**config.mk**
```make
export PLATFORM = sky130hd
export DESIGN_NAME = stack_arbiter
export DESIGN_NICKNAME = d
export VERILOG_FILES = /design/src/rtl/stack_arbiter.sv
export SDC_FILE = /design/constraint.sdc
export NUM_CORES = 1
export LEC_CHECK = 0
export CORE_ASPECT_RATIO = 1.75
export CORE_MARGIN = 4
export CORE_UTILIZATION = 55
export DETAILED_ROUTE_END_ITERATION = 12
export DONT_BUFFER_PORTS = 1
export GPL_TIMING_DRIVEN = 0
export PLACE_DENSITY_LB_ADDON = 0.15
export SLEW_MARGIN = 0
export SYNTH_ARGS = -nofsm -noshare
export SYNTH_HDL_FRONTEND = slang
export SYNTH_SLANG_ARGS = --single-unit
```
**constraint.sdc**
```tcl
create_clock -name CLK -period 3.7 [get_ports CLK]
set_input_delay 1.11 -clock CLK [delete_from_list [all_inputs] [get_ports CLK]]
set_output_delay 1.11 -clock CLK [all_outputs]
set_load 0.05 [all_outputs]
```
**src/rtl/stack_arbiter.sv**
```systemverilog
// Arbitrates NUM_REQ push/pop requesters onto one LIFO stack, one transaction at a time.
// Define STACK_ARB_STRICT_PRIO_EN for fixed lowest-index priority; the default build is round-robin.
module stack_arbiter #(
  parameter int  DATA_WIDTH = 8,
  parameter int  NUM_REQ    = 4,
  localparam int IDX_W      = $clog2(NUM_REQ)
) (
  input  logic                          CLK,
  input  logic                          RST_N,
  input  logic [NUM_REQ-1:0]            REQ_VALID,
  input  logic [NUM_REQ-1:0]            REQ_OP,
  input  logic [NUM_REQ*DATA_WIDTH-1:0] REQ_DATA,
  output logic [NUM_REQ-1:0]            REQ_READY,
  output logic [NUM_REQ-1:0]            RSP_VALID,
  output logic [DATA_WIDTH-1:0]         RSP_DATA,
  output logic                          RSP_ERR,
  output logic                          BUSY,
  output logic                          STK_PUSH,
  output logic                          STK_POP,
  output logic [DATA_WIDTH-1:0]         STK_DATA_IN,
  input  logic [DATA_WIDTH-1:0]         STK_DATA_OUT,
  input  logic                          STK_FULL,
  input  logic                          STK_EMPTY,
  output logic [1:0]                    DBG_STATE
);

  // Handshake: request i transfers in the cycle REQ_VALID[i] && REQ_READY[i]. REQ_READY is only
  // offered in IDLE, only to the winner; a requester may drop REQ_VALID any time before that.
  typedef enum logic [1:0] {IDLE = 2'd0, ISSUE = 2'd1, RESP = 2'd2} state_t;

  state_t                  state_q, state_d;
`ifndef STACK_ARB_STRICT_PRIO_EN
  logic [IDX_W-1:0]        last_q;
`endif
  logic [IDX_W-1:0]        idx_q, win;
  logic                    found, grant, win_op;
  logic [DATA_WIDTH-1:0]   win_data;
  logic                    err_q, push_q, pop_q, rsp_err_q;
  logic [DATA_WIDTH-1:0]   din_q, rsp_data_q;
  logic [NUM_REQ-1:0]      rsp_valid_q, ready;
  int                      cand;

  always_comb begin
    found = 1'b0;
    win   = '0;
    cand  = 0;
    for (int k = 0; k < NUM_REQ; k++) begin
`ifdef STACK_ARB_STRICT_PRIO_EN
      cand = k;
`else
      cand = int'(last_q) + 1 + k;
      if (cand >= NUM_REQ) cand = cand - NUM_REQ;
`endif
      if (!found && REQ_VALID[cand[IDX_W-1:0]]) begin
        found = 1'b1;
        win   = cand[IDX_W-1:0];
      end
    end
  end

  always_comb begin
    win_op   = REQ_OP[win];
    win_data = '0;
    for (int k = 0; k < NUM_REQ; k++) begin
      if (win == IDX_W'(k)) win_data = REQ_DATA[k*DATA_WIDTH +: DATA_WIDTH];
    end
  end

  assign grant = (state_q == IDLE) && found && RST_N;

  always_comb begin
    state_d = state_q;
    ready   = '0;
    case (state_q)
      IDLE: begin
        if (grant) begin
          ready[win] = 1'b1;
          state_d    = ISSUE;
        end
      end
      ISSUE:   state_d = RESP;
      RESP:    state_d = IDLE;
      default: state_d = IDLE;
    endcase
  end

  // FULL/EMPTY are sampled at the grant edge: nothing else drives the stack, so they are the
  // values ISSUE would see, and the strobes can then be registered into the ISSUE cycle.
  always_ff @(posedge CLK) begin
    if (!RST_N) begin
      state_q     <= IDLE;
`ifndef STACK_ARB_STRICT_PRIO_EN
      last_q      <= IDX_W'(NUM_REQ - 1);
`endif
      idx_q       <= '0;
      err_q       <= 1'b0;
      push_q      <= 1'b0;
      pop_q       <= 1'b0;
      din_q       <= '0;
      rsp_valid_q <= '0;
      rsp_data_q  <= '0;
      rsp_err_q   <= 1'b0;
    end else begin
      state_q     <= state_d;
      push_q      <= 1'b0;
      pop_q       <= 1'b0;
      rsp_valid_q <= '0;
      rsp_err_q   <= 1'b0;
      if (grant) begin
        idx_q  <= win;
        din_q  <= win_data;
`ifndef STACK_ARB_STRICT_PRIO_EN
        last_q <= win;
`endif
        push_q <= win_op && !STK_FULL;
        pop_q  <= !win_op && !STK_EMPTY;
        err_q  <= win_op ? STK_FULL : STK_EMPTY;
      end
      if (state_q == RESP) begin
        rsp_valid_q <= {{(NUM_REQ-1){1'b0}}, 1'b1} << idx_q;
        rsp_data_q  <= err_q ? '0 : STK_DATA_OUT;
        rsp_err_q   <= err_q;
      end
    end
  end

  // Gating with RST_N keeps a reset that lands in ISSUE from writing the stack at that edge.
  assign STK_PUSH    = push_q & RST_N;
  assign STK_POP     = pop_q & RST_N;
  assign STK_DATA_IN = din_q;
  assign REQ_READY   = ready;
  assign RSP_VALID   = rsp_valid_q;
  assign RSP_DATA    = rsp_data_q;
  assign RSP_ERR     = rsp_err_q;
  assign BUSY        = (state_q != IDLE);
  assign DBG_STATE   = state_q;

endmodule

```
Word level (Yosys, flattened, before mapping)
Cells that the tools add are included.
{ "totals": {"in_bits": 52, "regBits": 30, "wordCells": 90, "output_inout_bits": 30} }
{ "classes": {"n_shift": 1, "order_cmp": 10, "n_eq_ne": 6, "mux": 34, "n_reduce_logical": 19, "add_sub_neg": 8, "n_bitwise": 2} }
{ "op_table": {"columns": ["operator", "count"], "rows": [
  ["$mux 8", 5],
  ["$mux 2", 9],
  ["$lt 2x3->1 const B", 5],
  ["$ge 4x3->1 const B", 3],
  ["$mux 1", 11],
  ["$bmux 1 s2", 5],
  ["$add 3x2->4 const B", 2],
  ["$logic_and 1x1->1", 8],
  ["$mux 4", 2],
  ["$sub 2x1->2 const B", 4],
  ["$eq 2x2->1 const B", 3],
  ["$logic_not 1->1", 6],
  ["$add 3x1->4 const B", 1],
  ["$eq 2x1->1 const B", 2],
  ["$logic_not 2->1", 2],
  ["$pmux 2 s2", 1],
  ["$reduce_and 2->1", 2],
  ["$shl 1x2->4 const A", 1],
  ["$add 2x1->3 const B", 1],
  ["$ge 3x3->1 const B", 1],
  ["$and 1x1->1", 2],
  ["$demux 1 s2", 1],
  ["$ge 2x1->1 const B", 1],
  ["$ne 2x2->1 const B", 1],
  ["$reduce_bool 2->1", 1]
]} }

Logic depth before layout (Yosys ltp)
Gate-level depths: netlist (run 1).
{ "logic_depth": {"ltp_word": 21, "mapped_depth": 8, "mapped_depth_nobuf": 7} }

Worst setup path after synthesis (run 1)
No wires, ideal clock.
{ "synth_path": {"path_type": "input-to-output", "from": "input port REQ_VALID[0]", "to": "output port REQ_READY[0]", "arrival_ps": 2377, "n_path_buf": 1, "path_slack_ps": 213, "required_ps": 2590, "cell_stages": 6, "path_cell_list": "nor2_2 o22a_2 nand2_8 buf_12 nand2_1 nor2_1"} }
{ "synth_between": {"elab_chain_len": 18, "elab_cells_between_ends": 31, "classes_between": "2 x order compare; 20 x mux; 9 x reduce/logical"} }
{ "synth_rtl": {"columns": ["element", "line", "rtl"], "rows": [
  ["from (decl)", "10", "input logic [NUM_REQ-1:0] REQ_VALID,"],
  ["$bmux 1 s2", "54", "if (!found && REQ_VALID[cand[IDX_W-1:0]]) begin"],
  ["$mux 1 (implied by the code)", "54", null],
  ["$mux 1", "54", null],
  ["$logic_not 1->1", "54", null],
  ["$logic_and 1x1->1", "54", null],
  ["$mux 1", "54", null],
  ["$logic_not 1->1", "54", null],
  ["$logic_and 1x1->1", "54", null],
  ["[2 not listed]", null, null],
  ["$logic_and 1x1->1", "54", null],
  ["$mux 2", "54", null],
  ["$lt 2x3->1 (implied by the code) or $ge 2x1->1 (tied branches)", "77", "ready[win] = 1'b1;"],
  ["$logic_and 1x1->1 (implied by the code)", "77", null],
  ["$mux 1 (implied by the code)", "77", null],
  ["$demux 1 s2", "77", null],
  ["$mux 4 *", "76", "if (grant) begin"],
  ["$mux 4 *", "74", "case (state_q)"],
  ["to (decl)", "13", "output logic [NUM_REQ-1:0] REQ_READY,"]
]} }
Every way passes the cells marked *; elsewhere a longest branch is shown, timed or not. The select of a mux whose other input is x is not followed.

Final worst setup path (run 1)
{ "layout_path": {"from": "input port REQ_VALID[2]", "to": "output port REQ_READY[0]"} }
The elaborated chain is that of the path after synthesis.

==> impl_metrics.csv, run 1 <==
group,metric,value,unit
outcome,status,"complete, no violations",
placed_design,dp_hpwl,2739,um
yosys,syn_area,1515,um2
final_layout,fin_util,66.23,%
critical_path,worstPathMaxFanout,10,
timing,relSlewSlack,39.73,%
timing,setup_viol,0,
pwr,peakVddDrop,535.9,uV
clock_network,clk_latency,280,ps
timing,tns,0,ps
global_routing,grt_max_degree,11,
final_layout,n_antenna_cell,0,
critical_path,critical_path_required,2590,ps
timing,slew_violations,0,
floorplanning,core,2552,um2
pwr,p_leak,0.6899,nW
routing,wire_per_inst,17.69,um
routing,drtAntennaViolNets,0,
timing,rsz0062_at_grt,"no",
critical_path,start_kind,"input pin",
floorplanning,die_w,47.68,um
critical_path,slowest_delay,690,ps
yosys,synth_fa_ha_area_share,0,%
yosys,ys.flop_type,"dfxtp_1",
timing,max_slew.worst_pin.slew,900.7,ps
clock_network,cts_root_buf,"clkbuf_8",
yosys,synth_area_per_cell,9.470,um2
clock_network,cts_buffers,5,
pwr,p_sw,0.3533,mW
pwr,clkPwrFrac,37.4,%
clock_network,post-cts-setup-buffers,0,
yosys,synth_cells,160,
critical_path,critical_path_class,"input pin to primary output",
final_layout,most-common-layout-cells,"dfxtp_1, nand2_1, mux2i_1",
routing,drt_wl_total,3431,um
global_routing,grt_first_pass_wirelength,5451,um
routing,drtPass1Iterations,4,
floorplanning,die_h,77.44,um
pwr,swShare,31.98,%
critical_path,critPathTopFamily,"simple AND/OR/NAND/NOR gates",
yosys,synth_mux_area_share,14.29,%
critical_path,critPathLaunch,"REQ_VALID[2]",
pwr,power.density,653.7,nW/um2
critical_path,path_cells,"nor2_1 > a31oi_4 > nand2_8 > buf_12 > nand2_1 > nor2_1",
final_layout,drive_above_1_share,17.86,%
clock_network,hold_buffers,0,
placed_design,port_buffers,0,
critical_path,cp-end-kind,"primary output",
routing,viasPerCell,6.196,
yosys,synth_cell_type_count,42,
pwr,total_power,1.105,mW
job,maxCapViolations,0,
global_routing,antenna_found_initial,0,
floorplanning,rows,24,
floorplanning,boundaryPins,82,
yosys,yosys_register_bits,30,
floorplanning,initial_core_util,59.36,%
placed_design,gp_congestion,0.7515,
clock_network,cts_max_level,2,
timing,fin_crit_sh,97.58,%
floorplanning,die-area,3692,um2
final_layout,layout_commonest_cell,"dfxtp_1",
min_path,min_from,"idx_q[1]",
global_routing,grt_pass1_vias,1226,
yosys,synth_compound_area_share,18.08,%
timing,finalHoldViolCount,0,
critical_path,crit_path_frequent_cell,"nor2_1",
pwr,p_comb_share,21.2,%
min_path,min_path_type,"flop to flop",
routing,vias,1202,
clock_network,clk_path_buf_depth,2,
clock_network,cts.sinks,30,
timing,holdWs,481.7,ps
routing,drc_errors,0,
clock_network,cts_tree,"done",
yosys,synth_edf_count,0,
placed_design,placed_area,1548,um2
timing,period_needed,3611,ps
yosys,synth_warnings,0,
yosys,synth_nets,212,
critical_path,cp.arrival,2500,ps
timing,skew,7.680,ps
clock_network,cts_resized,0,
final_layout,syn_to_final_growth,11.56,%
clock_network,clk_pin_slew,70,ps
yosys,synthXorXnorAreaFrac,0,%
global_routing,track_usage,19.60,%
pwr,p_seq_share,41.5,%
final_layout,finalNetCount,219,
pwr,p_int,0.7516,mW
yosys,seq_area_frac_synth,39.64,%
critical_path,cp_slowest_cell,"nor2_1",
critical_path,worst_r2r_startpoint,"DBG_STATE[1]",
yosys,synthArstFlopShare,0,%
final_layout,final_cell_area,1690,um2
yosys,yosys.area_share.simple,23.20,%
critical_path,worstPathBufferInverterCount,1,
yosys,synth_top_family_by_area,"simple AND/OR/NAND/NOR gates",
timing,max_freq,277.0,MHz
routing,drtIter0Drc,25,
global_routing,gr-total-overflow,0,
-- path summary, 6_finish.rpt --
check                        end  slack [ps]  cells after the start
setup / recovery    REQ_READY[0]          90                      6
setup reg to reg  STK_DATA_IN[6]        1550                      7
hold / removal      RSP_VALID[1]         480                      1
hold reg to reg     RSP_VALID[1]         480                      1
-- cells in the mapped netlist (2+ instances only) --
cell,instances,area (um2)
a22oi_1,5,37.54
and2_1,3,18.77
mux2_2,5,56.30
o22ai_1,4,25.02
and3_1,2,12.51
clkbuf_1,4,15.01
inv_1,3,11.26
nand3b_1,8,60.06
o21ai_2,3,26.28
nor2_1,6,22.52
a2bb2oi_1,4,35.03
a21oi_1,10,50.05
nand2_1,18,67.56
dfxtp_1,30,600.6
mux2i_1,16,160.2
nand2b_1,5,31.28
nand3_1,5,25.02
nor3b_1,2,15.01
o21ai_0,4,20.02
-- power by group through the flow --
| stage | logic [mW] | clock network (mW) | registers (mW) |
|---|---|---|---|
| 2_1_floorplan | 0.206 | 0 | 0.458 |
| 3_3_place_gp | 0.228 | 0 | 0.465 |
| 3_5_place_dp | 0.234 | 0 | 0.467 |
| 4_1_cts | 0.235 | 0.419 | 0.459 |
| 5_1_grt | 0.255 | 0.438 | 0.463 |
| 6_report | 0.234 | 0.413 | 0.458 |
-- layout make-up --
class	instances	area [um2]
Clock inverter	2	60.06
Inverter	4	15.01
Buffer	8	57.56
Tap cell	26	32.53
Sequential cell	30	600.6
Clock buffer	6	82.58
Fill cell	225	862.1
Multi-Input combinational cell	118	842.1
-- registers in the layout (all words and copies together) (netlist names) --
name and flops:
RSP_DATA 8, STK_DATA_IN 8, RSP_VALID 4, DBG_STATE 2
idx_q 2, last_q 2, RSP_ERR 1, err_q 1
pop_q 1, push_q 1
-- per-layer routing --
layer,wire length (um),up-vias,share of wire (%),track usage (%)
met5,0,-,0,0
met4,34,0,0.99,4.852
met3,423,4,12,9.028
met2,1855,60,54,34.95
met1,1119,550,33,19.31
li1,-,588,-,-
-- metrics by stage --
| stage | instances | setup slack (ps) |
|---|---|---|
| 2_1_floorplan | 160 | 212.8 |
| 3_3_place_gp | 186 | 113.9 |
| 3_5_place_dp | 186 | 79.94 |
| 4_1_cts | 194 | 87.83 |
| 5_1_grt | 194 | 34.24 |
| 6_report | 194 | 89.36 |
-- kinds of logic (layout without fill, tap and decap cells) --
kind of cell / count (synthesis) / in the layout
DFF: 30 / 30
muxes: 21 / 21
AOI/OAI and AO/OA: 38 / 38
buffers and inverters: 12 / 20
and+or+nand+nor: 59 / 59
No activity file was read; power rests on OpenSTA's default activity.
==> run 2: changes to the inputs <==
--- a/config.mk
+++ b/config.mk
@@ -12,6 +12,7 @@
 export DONT_BUFFER_PORTS = 1
 export GPL_TIMING_DRIVEN = 0
 export PLACE_DENSITY_LB_ADDON = 0.15
+export RECOVER_POWER = 25
 export SLEW_MARGIN = 0
 export SYNTH_ARGS = -nofsm -noshare
 export SYNTH_HDL_FRONTEND = slang
==> results of run 2 <==
No change in the layout: final DEF, timing and power equal those of run 1.
==> run 3: changes to the inputs <==
--- a/config.mk
+++ b/config.mk
@@ -11,6 +11,7 @@
 export DETAILED_ROUTE_END_ITERATION = 12
 export DONT_BUFFER_PORTS = 1
 export GPL_TIMING_DRIVEN = 0
+export HOLD_SLACK_MARGIN = 0.15
 export PLACE_DENSITY_LB_ADDON = 0.15
 export RECOVER_POWER = 25
 export SLEW_MARGIN = 0
==> results of run 3 <==
No change in the layout: final DEF, timing and power equal those of run 1.
